File: config.mk
export PLATFORM = sky130hd
export DESIGN_NAME = rc5_fifo
export DESIGN_NICKNAME = d
export VERILOG_FILES = /design/src/rtl/rc5_fifo.sv
export SDC_FILE = /design/constraint.sdc
export NUM_CORES = 1
export LEC_CHECK = 0
export ABC_AREA = 0
export CELL_PAD_IN_SITES_DETAIL_PLACEMENT = 0
export CELL_PAD_IN_SITES_GLOBAL_PLACEMENT = 1
export CORE_UTILIZATION = 53
export DETAILED_ROUTE_END_ITERATION = 16
export DONT_BUFFER_PORTS = 1
export PLACE_DENSITY = 0.78
export SYNTH_ARGS = -nofsm -noshare
export SYNTH_HDL_FRONTEND = slang
export SYNTH_SLANG_ARGS = --single-unit
File: constraint.sdc
create_clock -name sys_clk -period 3.4 [get_ports sys_clk]
set_input_delay 0.34 -clock sys_clk [delete_from_list [all_inputs] [get_ports sys_clk]]
set_output_delay 0.34 -clock sys_clk [all_outputs]
set_load 0.01 [all_outputs]
File: src/rtl/rc5_fifo.sv
// rtl/rc5_fifo.sv - RC5 frame filter, repeat suppressor and CSR-read FIFO with level irq
// Optional macro RC5_EXT_EN: accept S2=0 frames and expose ~S2 as DATA[6].
module rc5_fifo #(
    parameter logic [4:0] csr_addr   = 5'h0,
    parameter int         clk_freq   = 100000000,
    parameter int         depth_log2 = 3,
    parameter int         repeat_ms  = 120
) (
    input  logic        sys_clk,
    input  logic        sys_rst_n,
    input  logic [12:0] frame_data,
    input  logic        frame_stb,
    input  logic [14:0] csr_a,
    input  logic        csr_we,
    input  logic [31:0] csr_di,
    output logic [31:0] csr_do,
    output logic        irq
);
    localparam int                  depth    = 1 << depth_log2;
    localparam logic [23:0]         win_m1   = 24'(clk_freq / 1000 * repeat_ms - 1);
    localparam logic [depth_log2:0] full_lvl = (depth_log2 + 1)'(depth);
    localparam logic [depth_log2:0] lvl_one  = (depth_log2 + 1)'(1);
    localparam logic [depth_log2-1:0] ptr_one = depth_log2'(1);

    logic [2:0]  ctrl;
    logic [4:0]  filt_addr;
    logic        filt_en;
    logic        overflow;
    logic [11:0] last_tuple;
    logic [23:0] timer;
    logic        s1_vld;
    logic [12:0] s1_entry;
    logic [12:0] mem [depth];
    logic [depth_log2-1:0] wr_ptr, rd_ptr;
    logic [depth_log2:0]   level;

    logic        f_s2, f_t, s2_ok, ext_bit;
    logic [4:0]  f_addr;
    logic [5:0]  f_cmd;
    logic [11:0] tuple;
    logic        pre_ok, match, accept, reload;

    assign f_s2   = frame_data[12];
    assign f_t    = frame_data[11];
    assign f_addr = frame_data[10:6];
    assign f_cmd  = frame_data[5:0];
    assign tuple  = {f_t, f_addr, f_cmd};

`ifdef RC5_EXT_EN
    assign s2_ok   = 1'b1;
    assign ext_bit = ~f_s2;
`else
    assign s2_ok   = f_s2;
    assign ext_bit = 1'b0;
`endif

    assign pre_ok = ctrl[0] && s2_ok && (!filt_en || f_addr == filt_addr);
    assign match  = (tuple == last_tuple);
    assign accept = pre_ok && !(ctrl[1] && timer != 24'd0 && match);
    // a held key keeps the window open even while its frames are being dropped
    assign reload = frame_stb && pre_ok && (match || accept);

    logic       sel, pop_req, empty, full, do_pop, do_push;
    logic [12:0] head;
    logic [31:0] rdata;

    assign sel     = (csr_a[14:10] == csr_addr);
    assign pop_req = sel && csr_we && csr_a[1:0] == 2'd0;
    assign empty   = (level == '0);
    assign full    = (level == full_lvl);
    assign do_pop  = pop_req && !empty;
    assign do_push = s1_vld && (!full || do_pop);
    assign head    = empty ? 13'd0 : mem[rd_ptr];

    always_comb begin
        rdata = '0;
        case (csr_a[1:0])
            2'd0: begin
                rdata[31]   = ~empty;
                rdata[12:0] = head;
            end
            2'd1: begin
                rdata[depth_log2:0] = level;
                rdata[16] = empty;
                rdata[17] = full;
                rdata[18] = overflow;
            end
            2'd2:    rdata[2:0] = ctrl;
            default: begin
                rdata[4:0] = filt_addr;
                rdata[8]   = filt_en;
            end
        endcase
    end

    always_ff @(posedge sys_clk) begin
        if (do_push) mem[wr_ptr] <= s1_entry;
    end

    always_ff @(posedge sys_clk or negedge sys_rst_n) begin
        if (!sys_rst_n) begin
            ctrl       <= '0;
            filt_addr  <= '0;
            filt_en    <= 1'b0;
            overflow   <= 1'b0;
            last_tuple <= '0;
            timer      <= '0;
            s1_vld     <= 1'b0;
            s1_entry   <= '0;
            wr_ptr     <= '0;
            rd_ptr     <= '0;
            level      <= '0;
            csr_do     <= '0;
            irq        <= 1'b0;
        end else begin
            csr_do <= sel ? rdata : 32'd0;
            irq    <= ctrl[2] && !empty;

            if (sel && csr_we) begin
                case (csr_a[1:0])
                    2'd1: if (csr_di[18]) overflow <= 1'b0;
                    2'd2: ctrl <= csr_di[2:0];
                    2'd3: begin
                        filt_addr <= csr_di[4:0];
                        filt_en   <= csr_di[8];
                    end
                    default: ;
                endcase
            end
            if (s1_vld && !do_push) overflow <= 1'b1;

            s1_vld   <= frame_stb && accept;
            s1_entry <= {f_t, f_addr, ext_bit, f_cmd};
            if (frame_stb && accept) last_tuple <= tuple;
            if (reload)                timer <= win_m1;
            else if (timer != 24'd0)   timer <= timer - 24'd1;

            if (do_push) wr_ptr <= wr_ptr + ptr_one;
            if (do_pop)  rd_ptr <= rd_ptr + ptr_one;
            case ({do_push, do_pop})
                2'b10:   level <= level + lvl_one;
                2'b01:   level <= level - lvl_one;
                default: ;
            endcase
        end
    end

    logic unused_bits;
    assign unused_bits = ^{csr_di[31:19], csr_di[17:9], csr_di[7:5], csr_a[9:2]};
endmodule

Word-level counts from Yosys, hierarchy flattened
Memory sizes are Yosys's and may differ from the RTL's.
Index checks and enable logic that the tools add are counted.
- memories kept: 1
- input bits: 64
- register bits: 102
- output and inout bits: 33
- memory bits (writable): 96
- word-level logic and storage cells: 82
- memories (memory ; depth ; width ; read ports ; clocked after Yosys merged registers in ; write ports ; RTL line ; RTL):
    mem ; 8 ; 12 ; 1 ; 0 ; 1 ; 33 ; logic [12:0] mem [depth];
- $add $sub $neg: 5
- bitwise gates (word level): 1
- muxes and demuxes: 19
- reductions and logical operators: 35
- equality and inequality tests: 8
- operators by type and width (operator ; number):
    $mux W24 ; 2
    $mux W32 ; 1
    $reduce_bool A24 Y1 ; 1
    $sub A24 B1 Y24 const B ; 1
    $logic_and A1 B1 Y1 ; 14
    $mux W13 ; 1
    $eq A12 B12 Y1 ; 1
    $reduce_bool A2 Y1 ; 5
    $pmux W3 S3 ; 1
    $pmux W4 S2 ; 1
    $mux W1 ; 7
    $add A3 B1 Y3 const B ; 2
    $eq A2 B2 Y1 const B ; 3
    $mux W3 ; 2
    $eq A5 B5 Y1 ; 1
    $logic_not A1 Y1 ; 5
    $logic_not A5 Y1 ; 1
    $add A4 B1 Y4 const B ; 1
    $eq A2 B1 Y1 const B ; 2
    $eq A4 B4 Y1 const B ; 1
    $logic_not A4 Y1 ; 1
    $mux W4 ; 1
    $pmux W1 S2 ; 2
    $reduce_and A2 Y1 ; 2
    other kinds (7) ; 9

Depth between registers and ports, before layout
Gate-level depths: netlist of run 1.
- depth after elaboration: 10
- mapped depth: 10
- depth with buffers taken out: 8

Worst setup path before layout of run 1
Ideal clock, no wire load.
- path kind: input -> register
- from: in csr_a[10]
- to: mem mem[0][0] (netlist name), enable pin
- slack: 135 ps
- stages on the path: 5
- required time: 2988 ps
- path buffers: 0
- setup time: 412 ps
- arrival time: 2852 ps
- cell sequence: or4_4 or3b_4 nor2_2 o21ai_1 nor4_1
- word-level cells in the longest chain between the ends: 8
- ends and longest elaborated chain (what ; RTL line ; RTL):
    start: declaration ; 13 ; input logic [14:0] csr_a,
    $logic_not A5 Y1 ; 67 ; assign sel = (csr_a[14:10] == csr_addr);
    $logic_and A1 B1 Y1 (2 in a row) ; 68 ; assign pop_req = sel && csr_we && csr_a[1:0] == 2'd0;
    $logic_and A1 B1 Y1 ; 71 ; assign do_pop = pop_req && !empty;
    $logic_or A1 B1 Y1 ; 72 ; assign do_push = s1_vld && (!full || do_pop);
    $logic_and A1 B1 Y1 ; 72 ;
    $mux W1 ; 97 ; if (do_push) mem[wr_ptr] <= s1_entry;
    $mux W1 (not written as such) ; 97 ;
    end: declaration ; 33 ;
Every way passes these cells.

Worst setup path in the final report of run 1
- from: reg level[0]
- to: mem mem[1][3] (netlist name), enable pin
- word-level cells in the longest chain between the ends: 7
- elaborated cells between the ends (all ways): 9
- those cells by class: 1 x eq/ne; 2 x mux; 6 x reduce/logical
- ends and longest elaborated chain (what ; RTL line ; RTL):
    start: declaration ; 35 ; logic [depth_log2:0] level;
    start signal: assignment ; 141 ; 2'b10: level <= level + lvl_one;
    start signal: assignment ; 142 ; 2'b01: level <= level - lvl_one;
    $logic_not A4 Y1 ; 69 ; assign empty = (level == '0);
    $logic_not A1 Y1 ; 71 ;
    $logic_and A1 B1 Y1 ; 71 ;
    $logic_or A1 B1 Y1 (*) ; 72 ;
    $logic_and A1 B1 Y1 (*) ; 72 ;
    $mux W1 (*) ; 97 ;
    $mux W1 (not written as such) (*) ; 97 ;
Mark *: on every way between the ends. The rest lies on a longest branch, timed or not.

==> flow_metrics.py, run 1 <==
metrics = {
    "status": {
        "status": "finished, final reports clean",
    },
    "synth": {
        "synth_edf_count": 96,
        "synth_top_area_cell": "edfxtp_1",
        "synthTopCellsByCount": "96 x edfxtp_1, 86 x dfrtp_1, 29 x nor2_1, 24 x mux4_2, 23 x xnor2_1",
        "ys_ff_latch": 182,
        "syn_area_mm2": 0.00769,
        "synth_top_area_share_pct": 37.5,
        "synthFlopType": "edfxtp_1",
        "syn_avg_cell_area_um2": 15.0,
        "synthesis.instances": 512,
        "synthArstFlopShare_pct": 47.3,
        "seq_area_frac_synth_pct": 65.4,
        "synthTopCellsByArea": "edfxtp_1 37%, dfrtp_1 28%, mux4_2 7.0%, mux2_2 3.1%, xnor2_1 2.6%",
        "yosysUniqueCellTypes": 53,
        "yosys_warnings": 0,
        "yosysMostFrequentCell": "edfxtp_1",
    },
    "clock_network": {
        "htreeDepth": 4,
        "cts-resized-gates": 0,
        "cts_max_path_buffers": 2,
        "cts_root_buf": "clkbuf_16",
        "clk_pin_slew_ps": 70,
        "clock_sinks": 182,
        "cts_tree": "built",
        "numCtsBuffers": 17,
        "insertion_delay_ps": 420,
        "cts_setup_buffers": 0,
    },
    "drt": {
        "drt-initial-drc-count": 431,
        "via_count": 4228,
        "wl_per_cell_um": 19.9,
        "dr.pass1.iters": 4,
        "ant_nets": 0,
        "wirelength_um": 14500,
        "drc": 0,
        "vias_per_cell": 5.78,
    },
    "placement": {
        "hpwl_um": 9210,
        "gp_congestion": 0.855,
        "numPortBuffers": 0,
    },
    "sta": {
        "fmax_mhz": 383,
        "hold_viol": 0,
        "maxSlewViolCount": 0,
        "period_needed_ps": 2610,
        "setup_viol": 0,
        "worstMarginPinSlew_ps": 951,
        "maxSlewHeadroom_pct": 36.6,
        "tns_ps": 0,
        "fin_crit_sh_pct": 76.8,
        "rsz0062_at_grt": "no",
        "clock_skew_ps": 5.45,
    },
    "power_and_ir_drop": {
        "cellLeakagePower_nw": 3.20,
        "ir_drop_mv": 0.459,
        "p_per_area_mw_per_mm2": 622,
    },
    "global_route": {
        "overflow": 0,
        "grt_usage_pct": 21.3,
        "antenna_found_initial": 0,
        "grt_pass1_vias": 4230,
        "grt_pass1_wl_um": 23300,
        "grt_max_degree": 87,
    },
    "worst_setup_path": {
        "cp_slowest_cell": "dfrtp_1",
        "critPathMaxFanout": 12,
        "crit_arrival_ps": 2720,
        "worstPathRequired_ps": 3510,
        "crit_type": "register to register",
        "end_kind": "register",
        "start_kind": "register",
        "max_stage_delay_ps": 520,
        "path_cells": "nor4_1 > or3_1 > nor2_2 > o21ai_1 > nor3_1 > buf_4",
    },
    "floorplanning": {
        "initial_core_util_pct": 54.8,
        "die_width_um": 122,
        "num_rows": 43,
        "core_mm2": 0.0140,
        "ios": 97,
        "die-area_mm2": 0.0150,
        "die_height_um": 122,
    },
    "flow_run": {
        "timing.max_cap.violations": 0,
    },
    "finish": {
        "diodes": 0,
        "nNetsFinal": 608,
        "final_util_pct": 61.9,
        "drive_above_1_share_pct": 19.6,
        "syn2layout_area_growth_pct": 13.0,
    },
    "hold_path": {
        "hold_class": "input port to register",
    },
}
## power by group
part / switching (mW) / leakage, nW / internal (mW)
clock network: 0.811 / 0.306 / 1.29
logic: 0.300 / 0.958 / 0.319
registers: 0.200 / 1.93 / 2.48
total: 1.31 / 3.20 / 4.10
## cell families (layout without fill, tap and decap cells)
logic type / count (synthesis) / in the layout / synth area share [%]
DFF: 182 / 182 / 65.4
xor gates and xnor gates: 37 / 37 / 4.21
other: 1 / 16 / 0.0487
adders and majority gates: 5 / 5 / 0.813
AOI/OAI and AO/OA: 51 / 51 / 4.50
muxes: 67 / 67 / 13.2
and+or+nand+nor: 127 / 127 / 8.85
buffers and inverters: 42 / 67 / 2.98
## worst paths after layout
path | slack (ps) | end | cells after the start | from
setup / recovery | 790 | mem[1][3] | 6 | level[0]
max in group asynchronous | 2540 | s1_entry[5] | 2 | sys_rst_n
hold / removal | 60 | ctrl[0] | 1 | csr_di[0]
setup reg to reg | 790 | mem[1][3] | 6 | level[0]
min in group asynchronous | 480 | csr_do[10] | 2 | sys_rst_n
hold reg to reg | 510 | csr_do[18] | 1 | overflow
## layout by cell type, fill, tap and decap left out, types with 4 or more instances in the layout
cell type and count:
a21oi_1 7, and3_1 4, buf_4 16, bufinv_16 5, clkbuf_16 17, clkinv_2 5, conb_1 16, dfrtp_1 86
dlygate4sd3_1 14, edfxtp_1 96, ha_1 5, inv_1 4, mux2_2 21, mux2i_1 19, mux4_2 24, nand2_1 19
nand2b_1 4, nand3_1 11, nand4_1 7, nor2_1 29, nor3_1 20, o211a_1 4, o211ai_1 9, o21ai_0 11
o31ai_1 4, or3_1 5, or4_1 4, xnor2_1 23, xor2_1 14
## through the flow
stage,total power [mW],instance area [um^2],hold slack [ps],worst slack [ps],std cells
finish,5.41,8690,60.7,789,732
global route,5.66,8690,44.2,615,732
CTS,5.47,8690,37.6,768,732
detailed placement,3.31,7890,46.1,654,685
global placement,3.28,7890,46.0,735,685
floorplan,3.17,7750,44.4,135,527
## registers in the layout (all words and copies together) (netlist names)
name	count
mem	96
s1_vld	1
filt_en	1
csr_do	16
timer	24
filt_addr	5
ctrl	3
last_tuple	12
overflow	1
irq	1
level	4
rd_ptr	3
wr_ptr	3
s1_entry	12
## critical path: cells and delay by family (launching register included)
kind | cells | cell delay, ps
compound gates | 1 | 270
flops | 1 | 520
simple gates | 4 | 1220
buf+inv | 1 | 290
## cell type report
class,instances,area (um^2)
Fill cell,1003,5350
Clock buffer,17,425
Clock inverter,15,210
Tap cell,180,225
Sequential cell,182,5030
Inverter,4,15.0
Timing Repair Buffer,31,288
Multi-Input combinational cell,303,2490
## timing repair
item                                    in CTS  in global routing
hold endpoints to repair                   100                  0
endpoints found under the setup margin       0                  0
hold buffers                                15                  0
## layer usage
metal	vias to the layer above	share of wire (%)	global-route usage, %
met4	0	1.3	6.48
met2	93	50	34.1
met1	2176	44	28.9
li1	1945	-	-
met3	14	4.1	5.25
met5	-	0	0
No activity file was read; power rests on OpenSTA's default activity.
==> inputs of run 2 (changes only) <==
--- a/config.mk
+++ b/config.mk
@@ -8,10 +8,10 @@
 export ABC_AREA = 0
 export CELL_PAD_IN_SITES_DETAIL_PLACEMENT = 0
 export CELL_PAD_IN_SITES_GLOBAL_PLACEMENT = 1
-export CORE_UTILIZATION = 53
+export CORE_UTILIZATION = 47
 export DETAILED_ROUTE_END_ITERATION = 16
 export DONT_BUFFER_PORTS = 1
-export PLACE_DENSITY = 0.78
+export PLACE_DENSITY = 0.74
 export SYNTH_ARGS = -nofsm -noshare
 export SYNTH_HDL_FRONTEND = slang
 export SYNTH_SLANG_ARGS = --single-unit
==> constraint.sdc (replaced) <==
create_clock -name sys_clk -period 2.1 [get_ports sys_clk]
set_input_delay 0.21 -clock sys_clk [delete_from_list [all_inputs] [get_ports sys_clk]]
set_output_delay 0.21 -clock sys_clk [all_outputs]
set_load 0.01 [all_outputs]
==> run 2 against run 1 <==
Compared with the run above:
- the flow now finishes with violations (negative hold slack)
- cell count grew 12%
- combinational power grew 120%
- setup slack lost 760 ps
- critical path depth is the same
- sequential cell count is the same
- first-iteration DRC count shrank 32%
- sequential power grew 60%
- largest power group unchanged
- hold slack lost 590 ps
- count of clock-buffer cells in the layout grew 2
- fmax grew 26%
- die area grew 13%
==> flow_metrics.py, run 2 (synthesized netlist as in run 1, its figures left out) <==
metrics = {
    "floorplanning": {
        "initial_core_util_pct": 48.3,
        "core_mm2": 0.0159,
        "ios": 97,
        "die_width_um": 130,
        "die_height_um": 130,
        "num_rows": 46,
        "die-area_mm2": 0.0169,
    },
    "finish": {
        "reg_top3": "mem (96), timer (24), csr_do (16)",
        "nNetsFinal": 662,
        "final_cell_mix": "96 x edfxtp_1, 86 x dfrtp_1, 54 x buf_4",
        "largest_reg_flops": 96,
        "syn2layout_area_growth_pct": 21.7,
        "drive_above_1_share_pct": 28.2,
        "final_util_pct": 58.7,
        "regMostFlops": "mem",
        "num-fill-cells": 1242,
        "diodes": 0,
        "final_common_cell": "edfxtp_1",
    },
    "power_and_ir_drop": {
        "ir_drop_mv": 0.597,
        "p_clk_share_pct": 36.6,
        "sw_frac_of_total_pct": 25.1,
        "p_comb_share_pct": 15.2,
        "p_per_area_mw_per_mm2": 952,
        "p_switching_mw": 2.24,
        "cellLeakagePower_nw": 3.49,
        "power_frac_seq_pct": 48.2,
        "total_power_mw": 8.91,
        "p_int_mw": 6.67,
    },
    "sta": {
        "worstMarginPinSlew_ps": 621,
        "hold_viol": 86,
        "setup_viol": 0,
        "maxSlewHeadroom_pct": 58.6,
        "fin_crit_sh_pct": 98.6,
        "period_needed_ps": 2070,
        "maxSlewViolCount": 0,
        "rsz0062_at_grt": "yes",
        "clock_skew_ps": 8.11,
        "fin_hold_ws_ps": -529,
        "tns_ps": 0,
        "setup_slack_ps": 30.2,
        "fmax_mhz": 483,
    },
    "worst_setup_path": {
        "start_kind": "register",
        "worstPathRequired_ps": 2410,
        "crit_arrival_ps": 2380,
        "crit_type": "register to register",
        "critPathMaxFanout": 13,
        "end_kind": "register",
    },
    "clock_network": {
        "cts_root_buf": "clkbuf_16",
        "insertion_delay_ps": 430,
        "clock_sinks": 182,
        "htreeDepth": 4,
        "cts_max_path_buffers": 2,
        "cts.hold.buffers_added": 21,
        "numCtsBuffers": 17,
        "clk_pin_slew_ps": 70,
        "cts_tree": "built",
    },
    "placement": {
        "hpwl_um": 10400,
        "numPortBuffers": 0,
        "gp_congestion": 0.856,
        "dp_slack_ps": -216,
    },
    "global_route": {
        "antenna_found_initial": 0,
        "grt_pass1_vias": 4426,
        "overflow": 0,
        "grt_usage_pct": 20.2,
        "grt_pass1_wl_um": 24700,
        "grt_max_degree": 87,
    },
    "status": {
        "status": "finished, violations left",
        "violations": "negative hold slack",
    },
    "drt": {
        "vias_per_cell": 5.36,
        "drc": 0,
        "ant_nets": 0,
        "wl_per_cell_um": 19.1,
        "wirelength_um": 15700,
        "via_count": 4406,
        "dr.pass1.iters": 4,
        "drt-initial-drc-count": 294,
    },
    "hold_path": {
        "hold_class": "input port to async pin",
    },
    "flow_run": {
        "timing.max_cap.violations": 0,
    },
}
[run 2: changes by cell type in the layout (fill, tap and decap cells not counted), sizes merged]
| cell | before | now |
|---|---|---|
| buf | 17 | 64 |
| dlygate4sd3 | 14 | 21 |
| inv | 4 | 8 |
| clkinv | 7 | 4 |
| bufinv | 5 | 3 |
| clkbuf | 17 | 19 |
| clkinvlp | 3 | 2 |
[run 2: area by class of cell]
cell class	count	area (um^2)	share of cell area [%]
Clock buffer	19	443	4.73
Clock inverter	13	169	1.80
Multi-Input combinational cell	303	2630	28.1
Inverter	4	15.0	0.160
Timing Repair Buffer	85	798	8.53
Tap cell	216	270	2.89
Sequential cell	182	5030	53.8
[run 2: worst paths after layout]
path,start,endpoint,slack (ps),cells past startpoint
max in group asynchronous,sys_rst_n,filt_addr[1],2480,0
hold reg to reg,overflow,overflow,510,2
setup reg to reg,last_tuple[3],last_tuple[10],30,6
hold / removal,sys_rst_n,csr_do[12],-530,0
setup / recovery,last_tuple[3],last_tuple[10],30,6
min in group sys_clk,csr_a[0],csr_do[8],20,2
[run 2: through the flow]
step,instance area (um^2),hold WS [ps],std cells
6_report,9360,-529,822
3_5_place_dp,8410,-83.3,760
3_3_place_gp,8410,-83.5,760
5_1_grt,9360,-559,822
2_1_floorplan,7840,-85.6,527
4_1_cts,9270,-550,816
[run 2: what timing repair did]
item	CTS	global route
gates resized for setup	3	11
endpoints found under the hold margin	123	86
pin swaps	0	4
setup buffers	3	6
endpoints found under the setup margin	14	96
[run 2: per-layer routing]
metal	global-route usage, %	vias up	part of all wire, %	routed length (um)
met5	0	-	0	0
met4	5.40	0	0.84	131
met3	6.19	9	4.6	726
met2	32.7	84	51	7970
met1	26.5	2256	44	6850
li1	-	2057	-	-
[run 2: critical path, cell delays in order (launching register included)]
cell and delay [ps]:
dfrtp_1 380, xnor2_1 160, nand4_1 150, or4_4 550, o211ai_2 200, buf_12 170
mux2_2 340
[run 2: power groups by stage]
| stage | logic (mW) | registers, mW | clock network [mW] |
|---|---|---|---|
| floorplan | 0.856 | 4.30 | 0 |
| global placement | 1.19 | 4.34 | 0 |
| detailed placement | 1.23 | 4.35 | 0 |
| CTS | 1.32 | 4.28 | 3.34 |
| global route | 1.49 | 4.34 | 3.48 |
| finish | 1.35 | 4.30 | 3.26 |
==> inputs of run 3 (changes only) <==
--- a/config.mk
+++ b/config.mk
@@ -9,6 +9,7 @@
 export CELL_PAD_IN_SITES_DETAIL_PLACEMENT = 0
 export CELL_PAD_IN_SITES_GLOBAL_PLACEMENT = 1
 export CORE_UTILIZATION = 47
+export CTS_BUF_LIST = sky130_fd_sc_hd__clkbuf_16
 export DETAILED_ROUTE_END_ITERATION = 16
 export DONT_BUFFER_PORTS = 1
 export PLACE_DENSITY = 0.74
==> constraint.sdc (replaced) <==
create_clock -name sys_clk -period 2.1 [get_ports sys_clk]
set_input_delay 0.42 -clock sys_clk [delete_from_list [all_inputs] [get_ports sys_clk]]
set_output_delay 0.42 -clock sys_clk [all_outputs]
set_load 0.01 [all_outputs]
==> run 3 against run 2 <==
Compared with the run above:
- the run ends with negative hold slack, negative setup slack left
- sequential power is essentially flat
- first-iteration DRC count shrank 5.1%
- via count shrank 2.1%
==> flow_metrics.py, run 3 (synthesized netlist as in run 1, its figures left out) <==
metrics = {
    "status": {
        "status": "finished, violations left",
        "violations": "negative hold slack, negative setup slack",
    },
    "flow_run": {
        "timing.max_cap.violations": 0,
    },
    "floorplanning": {
        "core_mm2": 0.0159,
        "die_width_um": 130,
        "die_height_um": 130,
        "die-area_mm2": 0.0169,
        "initial_core_util_pct": 48.3,
        "num_rows": 46,
        "ios": 97,
    },
    "placement": {
        "post_dp_cell_area_mm2": 0.00844,
        "hpwl_um": 10200,
        "gp_congestion": 0.852,
        "numPortBuffers": 0,
    },
    "clock_network": {
        "clock_sinks": 182,
        "cts_root_buf": "clkbuf_16",
        "cts_max_path_buffers": 2,
        "clk_pin_slew_ps": 70,
        "insertion_delay_ps": 420,
        "htreeDepth": 4,
        "cts_tree": "built",
        "numCtsBuffers": 17,
    },
    "finish": {
        "syn2layout_area_growth_pct": 21.9,
        "diodes": 0,
        "num-fill-cells": 1251,
        "largest_reg_flops": 96,
        "nNetsFinal": 659,
        "final_common_cell": "edfxtp_1",
        "reg_top3": "mem (96), timer (24), csr_do (16)",
        "final_util_pct": 58.8,
        "regMostFlops": "mem",
        "drive_above_1_share_pct": 28.7,
        "final_cell_mix": "96 x edfxtp_1, 86 x dfrtp_1, 51 x buf_4",
        "stdcell_area_mm2": 0.00938,
    },
    "sta": {
        "clock_skew_ps": 10.6,
        "fin_hold_ws_ps": -315,
        "period_needed_ps": 2130,
        "setup_slack_ps": -31.0,
        "fin_crit_sh_pct": 101,
        "fmax_mhz": 469,
        "hold_viol": 86,
        "worstMarginPinSlew_ps": 575,
        "rsz0062_at_grt": "yes",
        "maxSlewViolCount": 0,
        "maxSlewHeadroom_pct": 61.6,
        "setup_viol": 27,
    },
    "worst_setup_path": {
        "worstPathRequired_ps": 2240,
        "end_kind": "register",
        "r2r.worst_path.cells": 6,
        "crit_type": "input port to register",
        "timing.rr.start": "last_tuple[3]",
        "start_kind": "input port",
        "crit_arrival_ps": 2270,
        "ff2ff_setup_slack_ps": -10,
        "critPathMaxFanout": 6,
        "r2r-end": "last_tuple[10]",
    },
    "power_and_ir_drop": {
        "total_power_mw": 8.67,
        "ir_drop_mv": 0.711,
        "cellLeakagePower_nw": 3.49,
        "p_per_area_mw_per_mm2": 925,
    },
    "drt": {
        "vias_per_cell": 5.27,
        "drc": 0,
        "drt-initial-drc-count": 279,
        "dr.pass1.iters": 4,
        "via_count": 4313,
        "wirelength_um": 15000,
        "wl_per_cell_um": 18.3,
        "ant_nets": 0,
    },
    "global_route": {
        "grt_pass1_vias": 4383,
        "grt_max_degree": 87,
        "grt_pass1_wl_um": 23500,
        "grt_usage_pct": 19.1,
        "overflow": 0,
        "antenna_found_initial": 0,
    },
    "hold_path": {
        "hold_class": "input port to async pin",
    },
}
==> run 3: cell count changes in the layout (fill, tap and decap cells not counted), moves of 2 or more <==
cell           before  now
inv_8               2    0
nor2_4              3    5
clkinvlp_4          1    3
mux2_2             21   19
mux2_4              3    5
clkbuf_16          17   19
clkinv_4            2    0
clkinv_1            1    3
buf_6               2    9
nor2_2              2    0
inv_1               3    6
dlygate4sd3_1      21   12
buf_4              54   51
==> run 3: routing by layer <==
layer	GRT usage, %	part of all wire (%)	vias up
li1	-	-	2055
met1	24.2	43	2187
met2	31.9	52	59
met3	5.90	3.9	12
met4	5.68	1.1	0
met5	0	0	-
==> run 3: cell type report <==
cell class	count	area, um^2	share of cell area, %
flip-flops and latches	182	5030	53.7
clock inverters	15	138	1.47
inverters	4	15.0	0.160
repair buffers	82	815	8.69
clock buffers	17	425	4.54
multi-input cells	303	2680	28.6
well taps	216	270	2.88
==> run 3: through the flow <==
stage	setup WS (ps)	TNS (ps)	instances
detailed placement	-438	-39270	764
global placement	-420	-37370	764
CTS	-56.0	-584	798
global route	-93.0	-2810	819
floorplan	-535	-41300	527
finish	-31.0	-421	819
==> run 3: repair_timing <==
| action | CTS | global route |
|---|---|---|
| gates cloned | 0 | 2 |
| endpoints found under the setup margin | 16 | 110 |
| buffers inserted | 0 | 9 |
| hold buffers | 2 | 10 |
| pin swaps | 1 | 6 |
| gates resized for setup | 6 | 20 |
| hold endpoints to repair | 88 | 96 |
==> run 3: power by group <==
group / internal, mW / switching (mW)
sequential: 4.02 / 0.272
clock: 1.74 / 1.30
combinational: 0.720 / 0.619
==> run 3: worst max path at each step <==
stage	start	to	slack, ps	depth (start not counted)
6_report	csr_a[10]	mem[5][10]	-30	8
5_1_grt	last_tuple[3]	last_tuple[9]	-90	6
3_5_place_dp	csr_a[10]	level[1]	-440	8
3_3_place_gp	csr_a[10]	mem[7][11]	-420	7
2_1_floorplan	csr_a[10]	mem[0][0]	-530	5
4_1_cts	last_tuple[11]	last_tuple[10]	-60	6
==> run 3: worst max-delay path, stage by stage <==
cell     delay, ps
or4_4          510
or3b_4         420
nor2_4         140
buf_4          140
o21ai_4         80
buf_6          140
nor3_4         220
buf_6          180
